**config.mk**
```make
export PLATFORM = sky130hd
export DESIGN_NAME = pipeline_if_fetch
export DESIGN_NICKNAME = d
export VERILOG_FILES = /design/src/rtl/pipeline_if_fetch_pkg.sv /design/src/rtl/pipeline_if_fetch_queue.sv /design/src/rtl/pipeline_if_fetch.sv
export SDC_FILE = /design/constraint.sdc
export NUM_CORES = 1
export LEC_CHECK = 0
export CAP_MARGIN = 20
export CORE_UTILIZATION = 59
export CTS_BUF_LIST = sky130_fd_sc_hd__clkbuf_4
export DETAILED_ROUTE_END_ITERATION = 16
export HOLD_SLACK_MARGIN = 0.08
export PLACE_DENSITY_LB_ADDON = 0.25
export SLEW_MARGIN = 10
export SYNTH_ARGS = -nofsm -noshare
export SYNTH_HDL_FRONTEND = slang
export SYNTH_SLANG_ARGS = --single-unit
```
**constraint.sdc**
```tcl
create_clock -name clk -period 6.85 [get_ports clk]
set_input_delay 0.685 -clock clk [delete_from_list [all_inputs] [get_ports clk]]
set_output_delay 0.685 -clock clk [all_outputs]
set_load 0.05 [all_outputs]
```
**src/rtl/pipeline_if_fetch_pkg.sv**
```systemverilog
// ---------------------------------------------------------------------------
// pipeline_if_fetch_pkg
// Shared definitions for the RV32IC instruction fetch stage:
//   NOP_INSTR          canonical bubble encoding (addi x0, x0, 0)
//   OPCODE_32BIT       low two bits of a halfword that starts a 32-bit instruction
//   BOOT_ADDR_DEFAULT  default reset PC
//   isCompressed()     classifies a head halfword as a 16-bit instruction
// ---------------------------------------------------------------------------
package pipeline_if_fetch_pkg;

  localparam logic [31:0] NOP_INSTR         = 32'h0000_0013;
  localparam logic [1:0]  OPCODE_32BIT      = 2'b11;
  localparam logic [31:0] BOOT_ADDR_DEFAULT = 32'h0000_0000;

  // Any halfword whose two low bits are not 2'b11 is a complete RVC instruction.
  function automatic logic isCompressed(input logic [15:0] hw);
    return hw[1:0] != OPCODE_32BIT;
  endfunction

endpackage

```
**src/rtl/pipeline_if_fetch_queue.sv**
```systemverilog
// ---------------------------------------------------------------------------
// if_fetch_queue
// Halfword circular buffer between instruction memory and the IF realigner.
// Ports:
//   clk, resetn          clock, synchronous active-low reset
//   flush_i              empties the queue (wins over push/pop)
//   push1_i              write pushData_i[15:0] as one halfword
//   push2_i              write pushData_i[15:0] then pushData_i[31:16]
//   pushData_i[31:0]     data to write
//   pop1_i / pop2_i      remove one / two halfwords from the head
//   count_o              number of halfwords held
//   h0_o / h1_o          head halfword and the one behind it
// DEPTH must be a power of two so the pointers wrap by natural overflow.
// ---------------------------------------------------------------------------
module if_fetch_queue
  import pipeline_if_fetch_pkg::*;
#(
  parameter int unsigned DEPTH = 4
) (
  input  logic                     clk,
  input  logic                     resetn,
  input  logic                     flush_i,
  input  logic                     push1_i,
  input  logic                     push2_i,
  input  logic [31:0]              pushData_i,
  input  logic                     pop1_i,
  input  logic                     pop2_i,
  output logic [$clog2(DEPTH):0]   count_o,
  output logic [15:0]              h0_o,
  output logic [15:0]              h1_o
);

  localparam int unsigned PW = $clog2(DEPTH);

  logic [15:0]   store_q [DEPTH];
  logic [PW-1:0] rdPtr_q, wrPtr_q;
  logic [PW:0]   count_q;
  logic [PW-1:0] rdPtrPlus1, wrPtrPlus1;
  logic [PW:0]   pushCnt, popCnt;

  // Occupancy deltas and the neighbour slots used for two-halfword moves.
  always_comb begin
    rdPtrPlus1 = rdPtr_q + PW'(1);
    wrPtrPlus1 = wrPtr_q + PW'(1);
    pushCnt    = push2_i ? (PW+1)'(2) : (push1_i ? (PW+1)'(1) : '0);
    popCnt     = pop2_i  ? (PW+1)'(2) : (pop1_i  ? (PW+1)'(1) : '0);
  end

  // Pointer/occupancy bookkeeping plus the storage writes. The stage above
  // guarantees there is room for every push, so no full check is needed.
  always_ff @(posedge clk) begin
    if (!resetn || flush_i) begin
      rdPtr_q <= '0;
      wrPtr_q <= '0;
      count_q <= '0;
    end else begin
      if (push1_i || push2_i) begin
        store_q[wrPtr_q] <= pushData_i[15:0];
      end
      if (push2_i) begin
        store_q[wrPtrPlus1] <= pushData_i[31:16];
      end
      wrPtr_q <= wrPtr_q + pushCnt[PW-1:0];
      rdPtr_q <= rdPtr_q + popCnt[PW-1:0];
      count_q <= count_q + pushCnt - popCnt;
    end
  end

  assign count_o = count_q;
  assign h0_o    = store_q[rdPtr_q];
  assign h1_o    = store_q[rdPtrPlus1];

endmodule

```
**src/rtl/pipeline_if_fetch.sv**
```systemverilog
// ---------------------------------------------------------------------------
// pipeline_if_fetch
// IF stage of the 5-stage RV32IC pipeline. Fetches aligned words into a
// halfword queue, realigns 16/32-bit instructions and hands one per cycle to
// ID through an output register. Redirects come from ID/EXE (OR'd upstream).
// Ports:
//   clk, resetn                 clock, synchronous active-low reset
//   enable_i                    output register advance (0 = hazard stall)
//   redirect_i, redirect_pc_i   redirect request and target (bit 0 ignored)
//   imem_req_o, imem_addr_o     fetch request, word-aligned address
//   imem_gnt_i                  request accepted this cycle
//   imem_rvalid_i, imem_rdata_i response valid and data
//   instruction_f_o             instruction (RVC zero-extended)
//   pc_f_o, pc_plus4_f_o        instruction PC and next sequential PC
//   instr_valid_f_o             0 = bubble
// Optional (macro IF_PERF_CNT_EN):
//   perf_fetched_o              saturating count of valid loads
//   perf_bubble_o               saturating count of enabled bubble loads
// ---------------------------------------------------------------------------
module pipeline_if_fetch
  import pipeline_if_fetch_pkg::*;
#(
  parameter logic [31:0] BOOT_ADDR = BOOT_ADDR_DEFAULT,
  parameter int unsigned FQ_DEPTH  = 4
) (
  input  logic        clk,
  input  logic        resetn,
  input  logic        enable_i,
  input  logic        redirect_i,
  input  logic [31:0] redirect_pc_i,
  output logic        imem_req_o,
  output logic [31:0] imem_addr_o,
  input  logic        imem_gnt_i,
  input  logic        imem_rvalid_i,
  input  logic [31:0] imem_rdata_i,
  output logic [31:0] instruction_f_o,
  output logic [31:0] pc_f_o,
  output logic [31:0] pc_plus4_f_o,
`ifdef IF_PERF_CNT_EN
  output logic [31:0] perf_fetched_o,
  output logic [31:0] perf_bubble_o,
`endif
  output logic        instr_valid_f_o
);

  localparam int unsigned CW = $clog2(FQ_DEPTH) + 1;

  logic [CW-1:0] fqCount;
  logic [15:0]   fqH0, fqH1;

  logic          outstanding_q, outstanding_d;
  logic          discard_q, discard_d;
  logic          dropLow_q, dropLow_d;
  logic [31:0]   fetchAddr_q, fetchAddr_d;
  logic [31:0]   issuePc_q, issuePc_d;

  logic [31:0]   instr_q, pc_q, pcNext_q;
  logic          valid_q;

  logic          grant, respValid, respUse, push1, push2, pop1, pop2;
  logic          issueC, issue32, avail, advance;
  logic [31:0]   pushData, issueInstr, issueStep;

  // Request/response handshake and issue decode. A request needs room for a
  // full word (two halfwords) so pushes can never overflow the queue.
  always_comb begin
    imem_req_o = resetn && !outstanding_q && !redirect_i
                 && (fqCount <= CW'(FQ_DEPTH - 2));
    grant      = imem_req_o && imem_gnt_i;
    respValid  = imem_rvalid_i && outstanding_q;
    respUse    = respValid && !discard_q && !redirect_i;
    push1      = respUse && dropLow_q;
    push2      = respUse && !dropLow_q;
    pushData   = dropLow_q ? {16'h0000, imem_rdata_i[31:16]} : imem_rdata_i;

    issueC     = isCompressed(fqH0) && (fqCount != '0);
    issue32    = !isCompressed(fqH0) && (fqCount >= CW'(2));
    avail      = issueC || issue32;
    advance    = enable_i && !redirect_i;
    pop1       = advance && issueC;
    pop2       = advance && issue32;
    issueInstr = issueC ? {16'h0000, fqH0} : {fqH1, fqH0};
    issueStep  = issueC ? 32'd2 : 32'd4;
  end

  // Next-state for the fetch/issue bookkeeping. A redirect overrides every
  // other update; a stale in-flight response is marked for discard unless it
  // lands in the redirect cycle itself, where it is simply not pushed.
  always_comb begin
    fetchAddr_d   = fetchAddr_q;
    issuePc_d     = issuePc_q;
    dropLow_d     = dropLow_q;
    outstanding_d = outstanding_q;
    discard_d     = discard_q;

    if (grant) begin
      outstanding_d = 1'b1;
    end else if (respValid) begin
      outstanding_d = 1'b0;
    end

    if (redirect_i && outstanding_q && !imem_rvalid_i) begin
      discard_d = 1'b1;
    end else if (respValid) begin
      discard_d = 1'b0;
    end

    if (redirect_i) begin
      fetchAddr_d = {redirect_pc_i[31:2], 2'b00};
      issuePc_d   = {redirect_pc_i[31:1], 1'b0};
      dropLow_d   = redirect_pc_i[1];
    end else begin
      if (grant) begin
        fetchAddr_d = fetchAddr_q + 32'd4;
      end
      if (push1) begin
        dropLow_d = 1'b0;
      end
      if (pop1 || pop2) begin
        issuePc_d = issuePc_q + issueStep;
      end
    end
  end

  // Fetch/issue state registers.
  always_ff @(posedge clk) begin
    if (!resetn) begin
      fetchAddr_q   <= {BOOT_ADDR[31:2], 2'b00};
      issuePc_q     <= BOOT_ADDR;
      dropLow_q     <= BOOT_ADDR[1];
      outstanding_q <= 1'b0;
      discard_q     <= 1'b0;
    end else begin
      fetchAddr_q   <= fetchAddr_d;
      issuePc_q     <= issuePc_d;
      dropLow_q     <= dropLow_d;
      outstanding_q <= outstanding_d;
      discard_q     <= discard_d;
    end
  end

  // Output register towards ID. Bubbles carry a NOP with zeroed PCs.
  always_ff @(posedge clk) begin
    if (!resetn || redirect_i) begin
      instr_q  <= NOP_INSTR;
      pc_q     <= '0;
      pcNext_q <= '0;
      valid_q  <= 1'b0;
    end else if (enable_i) begin
      if (avail) begin
        instr_q  <= issueInstr;
        pc_q     <= issuePc_q;
        pcNext_q <= issuePc_q + issueStep;
        valid_q  <= 1'b1;
      end else begin
        instr_q  <= NOP_INSTR;
        pc_q     <= '0;
        pcNext_q <= '0;
        valid_q  <= 1'b0;
      end
    end
  end

  if_fetch_queue #(
    .DEPTH      (FQ_DEPTH)
  ) uQueue (
    .clk        (clk),
    .resetn     (resetn),
    .flush_i    (redirect_i),
    .push1_i    (push1),
    .push2_i    (push2),
    .pushData_i (pushData),
    .pop1_i     (pop1),
    .pop2_i     (pop2),
    .count_o    (fqCount),
    .h0_o       (fqH0),
    .h1_o       (fqH1)
  );

  assign imem_addr_o     = fetchAddr_q;
  assign instruction_f_o = instr_q;
  assign pc_f_o          = pc_q;
  assign pc_plus4_f_o    = pcNext_q;
  assign instr_valid_f_o = valid_q;

`ifdef IF_PERF_CNT_EN
  logic [31:0] perfFetched_q, perfBubble_q;

  // Saturating load counters; redirect cycles and stalls are not counted.
  always_ff @(posedge clk) begin
    if (!resetn) begin
      perfFetched_q <= '0;
      perfBubble_q  <= '0;
    end else if (advance) begin
      if (avail) begin
        if (perfFetched_q != 32'hFFFF_FFFF) perfFetched_q <= perfFetched_q + 32'd1;
      end else begin
        if (perfBubble_q != 32'hFFFF_FFFF) perfBubble_q <= perfBubble_q + 32'd1;
      end
    end
  end

  assign perf_fetched_o = perfFetched_q;
  assign perf_bubble_o  = perfBubble_q;
`endif

endmodule

```
==> impl_metrics.json, run 1 <==
{
  "numCtsBuffers": 58,
  "routedWlPerCell_um": 20.1,
  "synth.most_common_cell": "dfxtp_1",
  "crit_chain": "buf_4, mux4_2, nand2_1, o31ai_1, inv_1, ha_1, fa_1, nand4_1, nor3_2, nand4_1, or4b_1, nand3_1",
  "grtUsageTotal_pct": 31.9,
  "fillCellCount": 1217,
  "post-route-period-util_pct": 62.5,
  "skew_ps": 34.0,
  "cts_tree": "built",
  "powerDensity_nw_per_um2": 210,
  "critPathMostFrequentCell": "nand4_1",
  "cts_sinks": 230,
  "area_delta_synth_final_pct": 25.8,
  "wirelength_mm": 29.7,
  "synth-main-ff-cell": "dfxtp_1",
  "start_kind": "register",
  "dieArea_um2": 19000,
  "place_hpwl_mm": 19.9,
  "ctsRootBufferMaster": "clkbuf_4",
  "grt_pass1_wl_mm": 46.1,
  "synth-seq-area-share_pct": 48.2,
  "instances_no_fill": 1480,
  "num_vias": 9177,
  "cts_hold_buf": 0,
  "vdd_drop_max_mv": 0.177,
  "slew_headroom_pct": 33.2,
  "synthCells": 1013,
  "critPathMaxStageDelay_ps": 650,
  "syn_area_um2": 10900,
  "syn_avg_cell_area_um2": 10.7,
  "synth-async-reset-ratio_pct": 0,
  "antenna_found_initial": 1,
  "port_buffers": 194,
  "drive_gt1_share_pct": 17.1,
  "hold_path.class": "reg2reg",
  "ys_ff_latch": 230,
  "first_iter_violations": 603,
  "grt_pass1_vias": 8830,
  "path_clk_slew_ps": 70,
  "layout.nets": 1289,
  "synth-edff-count": 64,
  "drv_slew": 0,
  "cp_data_required_time_ps": 7460,
  "yosysWarnings": 0,
  "synth_top_area_share_pct": 30.5,
  "grt_start_max_net_pins": 66,
  "routed_via_density": 6.20,
  "cp.buffers_inverters": 2,
  "route.detailed.drc": 0,
  "final-setup-viol-count": 0,
  "cts_setup_buffers": 0,
  "finalHoldViolCount": 0,
  "holdWs_ps": 442,
  "status": "complete, no violations",
  "core_area_um2": 18000,
  "dp_cells": 1376,
  "cp.arrival_ps": 4890,
  "gp_congestion": 0.875,
  "layout_min_cycle_time_ps": 4280,
  "finalPower_w": 0.00287,
  "rsz0062_at_grt": "false",
  "ios": 200,
  "netlist_top_cells_count": "166 x dfxtp_1, 75 x nand2_1, 69 x o21ai_0, 68 x mux2_2, 64 x edfxtp_1",
  "multi_input_area_um2": 5300,
  "synth.distinct_cells": 63,
  "setup_tns_ps": 0,
  "post-route-util_pct": 76.0,
  "rows": 49,
  "final_antenna_net_count": 0,
  "die_y_um": 138,
  "tightest_slew_ps": 998,
  "max_cap_viol_count": 0,
  "insertion_delay_ps": 700,
  "cts-resized-gates": 0,
  "leakage_nw": 4.74,
  "synth.area.top_cells": "dfxtp_1 31%, edfxtp_1 18%, mux2_2 7.0%, mux4_2 6.6%, a22o_1 4.9%",
  "start_util_pct": 60.4,
  "regArea_um2": 5250,
  "gr-total-overflow": 0,
  "worst_setup_path_end_kind": "register",
  "die_w_um": 138,
  "yosys.area.top_type": "dfxtp_1",
  "path_delay_family": "simple AND/OR/NAND/NOR gates",
  "critPathKind": "reg2reg",
  "htreeDepth": 2,
  "crit_slowest_cell": "mux4_2",
  "critPathMaxFanout": 33,
  "max_freq_ghz": 0.233,
  "cts_buffer_depth": 3,
  "first_pass_iters": 5
}
worst register-to-register path, delay by kind of cell, from the launching register on:
family                   cells  cell delay (ps)
AND/OR/NAND/NOR              6             2030
flip-flops                   1              310
multiplexers                 1              660
buffers and inverters        2              510
adder cells (fa/ha/maj)      2              520
AO/OA/AOI/OAI                1              160
sequential cells by signal, indices dropped and copies added (netlist names):
register / flops
uQueue.store_q: 64
instruction_f_o: 32
issuePc_q: 31
pc_f_o: 31
pc_plus4_f_o: 31
imem_addr_o: 30
uQueue.count_o: 3
uQueue.rdPtr_q: 2
uQueue.wrPtr_q: 2
discard_q: 1
dropLow_q: 1
instr_valid_f_o: 1
outstanding_q: 1
report_power, final:
| group | total [W] | switching, W | internal (W) |
|---|---|---|---|
| registers | 0.00147 | 0.0000446 | 0.00143 |
| logic | 0.000282 | 0.000160 | 0.000122 |
| clock network | 0.00112 | 0.000557 | 0.000560 |
| total | 0.00287 | 0.000761 | 0.00211 |
kinds of logic after synthesis:
logic type      count (synthesis)  share of synthesized area, %
compound gates                242                          14.8
xor+xnor                       61                          4.91
fa+ha+maj                      10                          1.36
buf+inv                        90                          3.55
flops                         230                          48.2
mux                           106                          14.2
other cells                     1                        0.0344
simple gates                  273                          13.0
cell type report:
| type | instances | area share, % |
|---|---|---|
| clock inverters | 24 | 0.923 |
| repair buffers | 211 | 15.4 |
| multi-input cells | 696 | 38.7 |
| inverters | 12 | 0.329 |
| flip-flops and latches | 230 | 38.3 |
| diodes | 1 | 0.0183 |
| well taps | 229 | 2.09 |
| clock buffers | 77 | 4.22 |
final timing paths:
kind	start	cells past startpoint	slack, ps	end
worst max-delay path	uQueue.rdPtr_q[1]$_SDFF_PP0_	12	2570	issuePc_q[27]$_SDFFE_PN0P_
worst min-delay path	instr_valid_f_o$_SDFFE_PP0P_	2	440	instr_valid_f_o$_SDFFE_PP0P_
worst max register to register	uQueue.rdPtr_q[1]$_SDFF_PP0_	12	2570	issuePc_q[27]$_SDFFE_PN0P_
worst min register to register	instr_valid_f_o$_SDFFE_PP0P_	2	440	instr_valid_f_o$_SDFFE_PP0P_
routing by layer:
| metal | GRT usage [%] | routed length (µm) | vias up |
|---|---|---|---|
| li1 | - | - | 4230 |
| met1 | 38.3 | 11400 | 4415 |
| met2 | 53.9 | 14700 | 453 |
| met3 | 7.54 | 2490 | 79 |
| met4 | 15.0 | 1120 | 0 |
| met5 | 0 | 0 | - |
through the flow:
step                area [µm²]  setup WS [ps]
CTS                      13700           2430
finish                   13700           2570
global placement         12900           2560
global route             13700           2410
floorplan                10900           3750
detailed placement       12900           2480
placed cells by master, fill, tap and decap left out, drive strengths merged, types with 16 or more instances in the layout:
cell	Yosys	final
a21oi	53	53
a22o	61	61
buf	29	17
clkbuf	49	77
clkdlybuf4s50	0	194
clkinv	0	21
dfxtp	166	166
edfxtp	64	64
mux2	68	68
mux4	32	32
nand2	76	76
nand3	38	38
nand4	21	21
nor2	41	41
nor3	16	16
nor4	18	18
o21ai	69	69
xor2	46	46
Note: power is estimated with default switching activity, not from simulation.
==> run 2, diff against run 1 <==
--- a/config.mk
+++ b/config.mk
@@ -6,7 +6,7 @@
 export NUM_CORES = 1
 export LEC_CHECK = 0
 export CAP_MARGIN = 20
-export CORE_UTILIZATION = 59
+export CORE_UTILIZATION = 54
 export CTS_BUF_LIST = sky130_fd_sc_hd__clkbuf_4
 export DETAILED_ROUTE_END_ITERATION = 16
 export HOLD_SLACK_MARGIN = 0.08
==> constraint.sdc (replaced) <==
create_clock -name clk -period 4.21 [get_ports clk]
set_input_delay 0.421 -clock clk [delete_from_list [all_inputs] [get_ports clk]]
set_output_delay 0.421 -clock clk [all_outputs]
set_load 0.05 [all_outputs]
==> impl_metrics.json, run 2 (same netlist as run 1, synthesis figures left out) <==
{
  "cp.arrival_ps": 4140,
  "route.detailed.drc": 0,
  "final_common_cell": "clkdlybuf4s50_1",
  "gp_congestion": 0.882,
  "ios": 200,
  "antenna_found_initial": 1,
  "crit_slowest_cell": "mux4_2",
  "cp_data_required_time_ps": 4800,
  "slew_headroom_pct": 37.0,
  "routed_via_density": 5.96,
  "leakage_nw": 4.86,
  "num_vias": 9115,
  "holdWs_ps": 353,
  "grtUsageTotal_pct": 29.2,
  "rsz0062_at_grt": "false",
  "cp.buffers_inverters": 1,
  "setup_tns_ps": 0,
  "die_w_um": 144,
  "critPathMaxStageDelay_ps": 590,
  "final_antenna_net_count": 0,
  "die_y_um": 144,
  "finalHoldViolCount": 0,
  "htreeDepth": 2,
  "worst_setup_path_end_kind": "register",
  "cts_sinks": 230,
  "layout_min_cycle_time_ps": 3550,
  "wirelength_mm": 30.2,
  "start_util_pct": 55.6,
  "start_kind": "register",
  "fillCellCount": 1527,
  "largest_reg_flops": 64,
  "cts_setup_buffers": 0,
  "critPathMaxFanout": 6,
  "grt_pass1_vias": 8846,
  "grt_start_max_net_pins": 76,
  "vdd_drop_max_mv": 0.240,
  "port_buffers": 194,
  "tightest_slew_ps": 937,
  "first_pass_iters": 5,
  "post-route-period-util_pct": 84.3,
  "max_freq_ghz": 0.282,
  "first_iter_violations": 600,
  "critPathKind": "reg2reg",
  "multi_input_area_um2": 5300,
  "insertion_delay_ps": 700,
  "core_area_um2": 19600,
  "place_hpwl_mm": 20.9,
  "max_cap_viol_count": 0,
  "final_area_um2": 13900,
  "area_delta_synth_final_pct": 27.4,
  "rows": 51,
  "final-setup-viol-count": 0,
  "largest-register": "uQueue.store_q",
  "cts_tree": "built",
  "ctsRootBufferMaster": "clkbuf_4",
  "cts_hold_buf": 0,
  "dpl-instance-area_um2": 13100,
  "hold_path.class": "in2reg",
  "powerDensity_nw_per_um2": 348,
  "skew_ps": 39.9,
  "status": "complete, no violations",
  "gr-total-overflow": 0,
  "crit_chain": "mux4_2, nand2_1, o31ai_1, inv_1, ha_1, fa_1, nand4_1, nor4_1, o21ai_0, xor2_1, a21oi_1",
  "dieArea_um2": 20700,
  "path_clk_slew_ps": 60,
  "regArea_um2": 5250,
  "numCtsBuffers": 58,
  "drive_gt1_share_pct": 19.2,
  "cts-resized-gates": 0,
  "drv_slew": 0,
  "layout.nets": 1300,
  "routedWlPerCell_um": 19.7,
  "mostFrequentLayoutCells": "194 x clkdlybuf4s50_1, 165 x dfxtp_1, 96 x clkbuf_4",
  "grt_pass1_wl_mm": 46.4,
  "cts_buffer_depth": 3,
  "path_delay_family": "simple AND/OR/NAND/NOR gates"
}
## run 2: per-layer routing
layer / routed length [µm] / part of all wire [%] / vias to the layer above / GRT usage [%]
met2: 15000 / 50 / 364 / 50.7
met3: 2270 / 7.5 / 77 / 6.75
met1: 11800 / 39 / 4432 / 33.7
li1: - / - / 4242 / -
met5: 0 / 0 / - / 0
met4: 1110 / 3.7 / 0 / 14.8
## run 2: per-stage QoR
step                      util, %  total power [W]  setup slack [ps]  cells
final                        70.8          0.00482               659   1529
after global routing         70.8          0.00499               333   1529
after CTS                    70.7          0.00484               692   1526
after detailed placement     66.7          0.00289               614   1424
after global placement       66.7          0.00288               763   1424
after floorplan                 -          0.00270              1110   1016
## run 2: path summary, 6_finish.rpt
path                                       end  cells past startpoint  slack, ps                    startpoint
setup / recovery    issuePc_q[15]$_SDFFE_PN0P_                     11        660  uQueue.rdPtr_q[1]$_SDFF_PP0_
hold / removal     imem_addr_o[7]$_SDFFE_PN0P_                      3        350              redirect_pc_i[7]
setup reg to reg    issuePc_q[15]$_SDFFE_PN0P_                     11        660  uQueue.rdPtr_q[1]$_SDFF_PP0_
hold reg to reg   instr_valid_f_o$_SDFFE_PP0P_                      2        450  instr_valid_f_o$_SDFFE_PP0P_
## run 2: layout make-up
class,count,area share [%]
timing repair buffer,222,15.6
clock inverter,6,0.352
antenna,2,0.0361
clock buffer,96,5.20
sequential,230,37.8
multi-input combinational,696,38.3
tap,265,2.39
inverter,12,0.325
## run 2: worst min-delay path, cell delays in order
cell             delay [ps]
clkdlybuf4s50_1         440
nand2_1                  90
a21oi_1                  50
## run 2: power by group
group,internal (W),total [W],switching [W]
clock network,0.00108,0.00197,0.000891
registers,0.00232,0.00239,0.0000742
logic,0.000199,0.000457,0.000258
==> run 3, diff against run 2 <==
--- a/config.mk
+++ b/config.mk
@@ -6,7 +6,7 @@
 export NUM_CORES = 1
 export LEC_CHECK = 0
 export CAP_MARGIN = 20
-export CORE_UTILIZATION = 54
+export CORE_UTILIZATION = 49
 export CTS_BUF_LIST = sky130_fd_sc_hd__clkbuf_4
 export DETAILED_ROUTE_END_ITERATION = 16
 export HOLD_SLACK_MARGIN = 0.08
==> constraint.sdc (replaced) <==
create_clock -name clk -period 3.2 [get_ports clk]
set_input_delay 0.32 -clock clk [delete_from_list [all_inputs] [get_ports clk]]
set_output_delay 0.32 -clock clk [all_outputs]
set_load 0.05 [all_outputs]
==> impl_metrics.json, run 3 (same netlist as run 1, synthesis figures left out) <==
{
  "cts_sinks": 230,
  "ctsRootBufferMaster": "clkbuf_4",
  "endpoint": "issuePc_q[17]$_SDFFE_PN0P_",
  "start_kind": "register",
  "r2r_end": "issuePc_q[17]$_SDFFE_PN0P_",
  "path_clk_slew_ps": 70,
  "critPathMaxFanout": 5,
  "cts_hold_buf": 0,
  "dpl-instance-area_um2": 13300,
  "htreeDepth": 2,
  "setup_tns_ps": 0,
  "r2r_start": "uQueue.rdPtr_q[1]$_SDFF_PP0_",
  "final_common_cell": "clkdlybuf4s50_1",
  "worstSetupStartpoint": "uQueue.rdPtr_q[1]$_SDFF_PP0_",
  "cts-resized-gates": 0,
  "layout.nets": 1320,
  "use_met2_pct": 45.6,
  "place_hpwl_mm": 20.8,
  "fillCellCount": 1823,
  "cp.arrival_ps": 3500,
  "routed_via_density": 5.81,
  "die_w_um": 151,
  "mostFrequentLayoutCells": "193 x clkdlybuf4s50_1, 164 x dfxtp_1, 89 x clkbuf_4",
  "met3_usage_pct": 5.24,
  "wirelength_mm": 30.0,
  "port_buffers": 194,
  "gr-total-overflow": 0,
  "grt_pass1_vias": 8729,
  "drive_gt1_share_pct": 20.2,
  "tightest_slew_ps": 782,
  "max_cap_viol_count": 0,
  "r2r_setup_slack_ps": 260,
  "cts_setup_buffers": 0,
  "final_antenna_net_count": 0,
  "busiest_layer": "met2",
  "powerDensity_nw_per_um2": 443,
  "grtUsageTotal_pct": 26.2,
  "largest_reg_flops": 64,
  "largest-register": "uQueue.store_q",
  "start_util_pct": 49.9,
  "cp_data_required_time_ps": 3750,
  "grt_start_max_net_pins": 59,
  "num_vias": 9101,
  "status": "complete, no violations",
  "leakage_nw": 4.96,
  "first_iter_violations": 517,
  "die_y_um": 151,
  "skew_ps": 41.8,
  "hold_path.class": "in2reg",
  "numCtsBuffers": 59,
  "slew_headroom_pct": 47.7,
  "insertion_delay_ps": 690,
  "route.detailed.drc": 0,
  "gp_congestion": 0.912,
  "grt_pass1_wl_mm": 45.7,
  "max_freq_ghz": 0.340,
  "worst_setup_path_end_kind": "register",
  "layout_min_cycle_time_ps": 2940,
  "grtUsageMet1_pct": 31.3,
  "dieArea_um2": 22800,
  "finalPower_w": 0.00622,
  "area_delta_synth_final_pct": 28.9,
  "first_pass_iters": 7,
  "cts_buffer_depth": 3,
  "post-route-period-util_pct": 92.0,
  "ios": 200,
  "cts_tree": "built",
  "drv_slew": 0,
  "worst-r2r-cell-count": 13,
  "critPathKind": "reg2reg",
  "finalHoldViolCount": 0,
  "dp_cells": 1459,
  "core_area_um2": 21800,
  "routedWlPerCell_um": 19.1,
  "vdd_drop_max_mv": 0.327,
  "instances_no_fill": 1567,
  "antenna_found_initial": 1,
  "final-setup-viol-count": 0,
  "rows": 54,
  "final_area_um2": 14000,
  "rsz0062_at_grt": "false"
}
run 3: cell types whose count changed in the layout (fill, tap and decap cells not counted), moves of 2 or more:
| cell | change |
|---|---|
| buf_4 | +20 |
| clkinv_1 | +10 |
| clkbuf_4 | -7 |
| clkinv_2 | +2 |
| clkinvlp_4 | +2 |
| nor4_1 | -2 |
run 3: layer usage:
layer	share of wire, %	up-vias
met5	0	-
met4	3.7	0
met3	7.5	75
met2	50	365
met1	39	4368
li1	-	4293
run 3: stage by stage:
stage	setup slack [ps]	utilization, %	hold slack (ps)
detailed placement	133	60.7	444
global placement	201	60.7	430
CTS	104	64.2	214
global route	52.8	64.3	206
finish	256	64.3	257
floorplan	95.1	-	420
run 3: layout make-up:
cell class                 instances  area [µm²]  share of cell area [%]
timing repair buffer             241        2300                    16.4
antenna                            1        2.50                  0.0178
clock buffer                      89         668                    4.76
tap                              280         350                    2.50
inverter                          12        45.0                   0.321
clock inverter                    18        77.6                   0.553
multi-input combinational        696        5330                    38.0
sequential                       230        5250                    37.4
run 3: worst min-delay path by stage:
| stage | from | end | cells after the start |
|---|---|---|---|
| 6_report | redirect_pc_i[1] | dropLow_q$_SDFFE_PN0P_ | 3 |
| 5_1_grt | redirect_pc_i[1] | dropLow_q$_SDFFE_PN0P_ | 3 |
| 3_5_place_dp | instr_valid_f_o$_SDFFE_PP0P_ | instr_valid_f_o$_SDFFE_PP0P_ | 2 |
| 4_1_cts | imem_rvalid_i | discard_q$_SDFFE_PN0P_ | 2 |
| 2_1_floorplan | imem_rvalid_i | discard_q$_SDFFE_PN0P_ | 1 |
| 3_3_place_gp | instr_valid_f_o$_SDFFE_PP0P_ | instr_valid_f_o$_SDFFE_PP0P_ | 2 |
run 3: power breakdown:
| group | switching, W | leakage (nW) | internal, W |
|---|---|---|---|
| clock | 0.00119 | 0.442 | 0.00127 |
| combinational | 0.000345 | 2.59 | 0.000272 |
| sequential | 0.0000934 | 1.93 | 0.00305 |
| total | 0.00162 | 4.96 | 0.00459 |
run 3: worst max-delay path: stages, from the launching register on:
cell	delay (ps)
dfxtp_2	390
mux4_2	560
nand2_1	110
o31ai_1	130
inv_1	100
ha_1	180
fa_1	240
nand4_1	200
buf_4	220
nor4_1	160
buf_4	180
o2111ai_1	130
xor2_1	160
a21oi_1	80
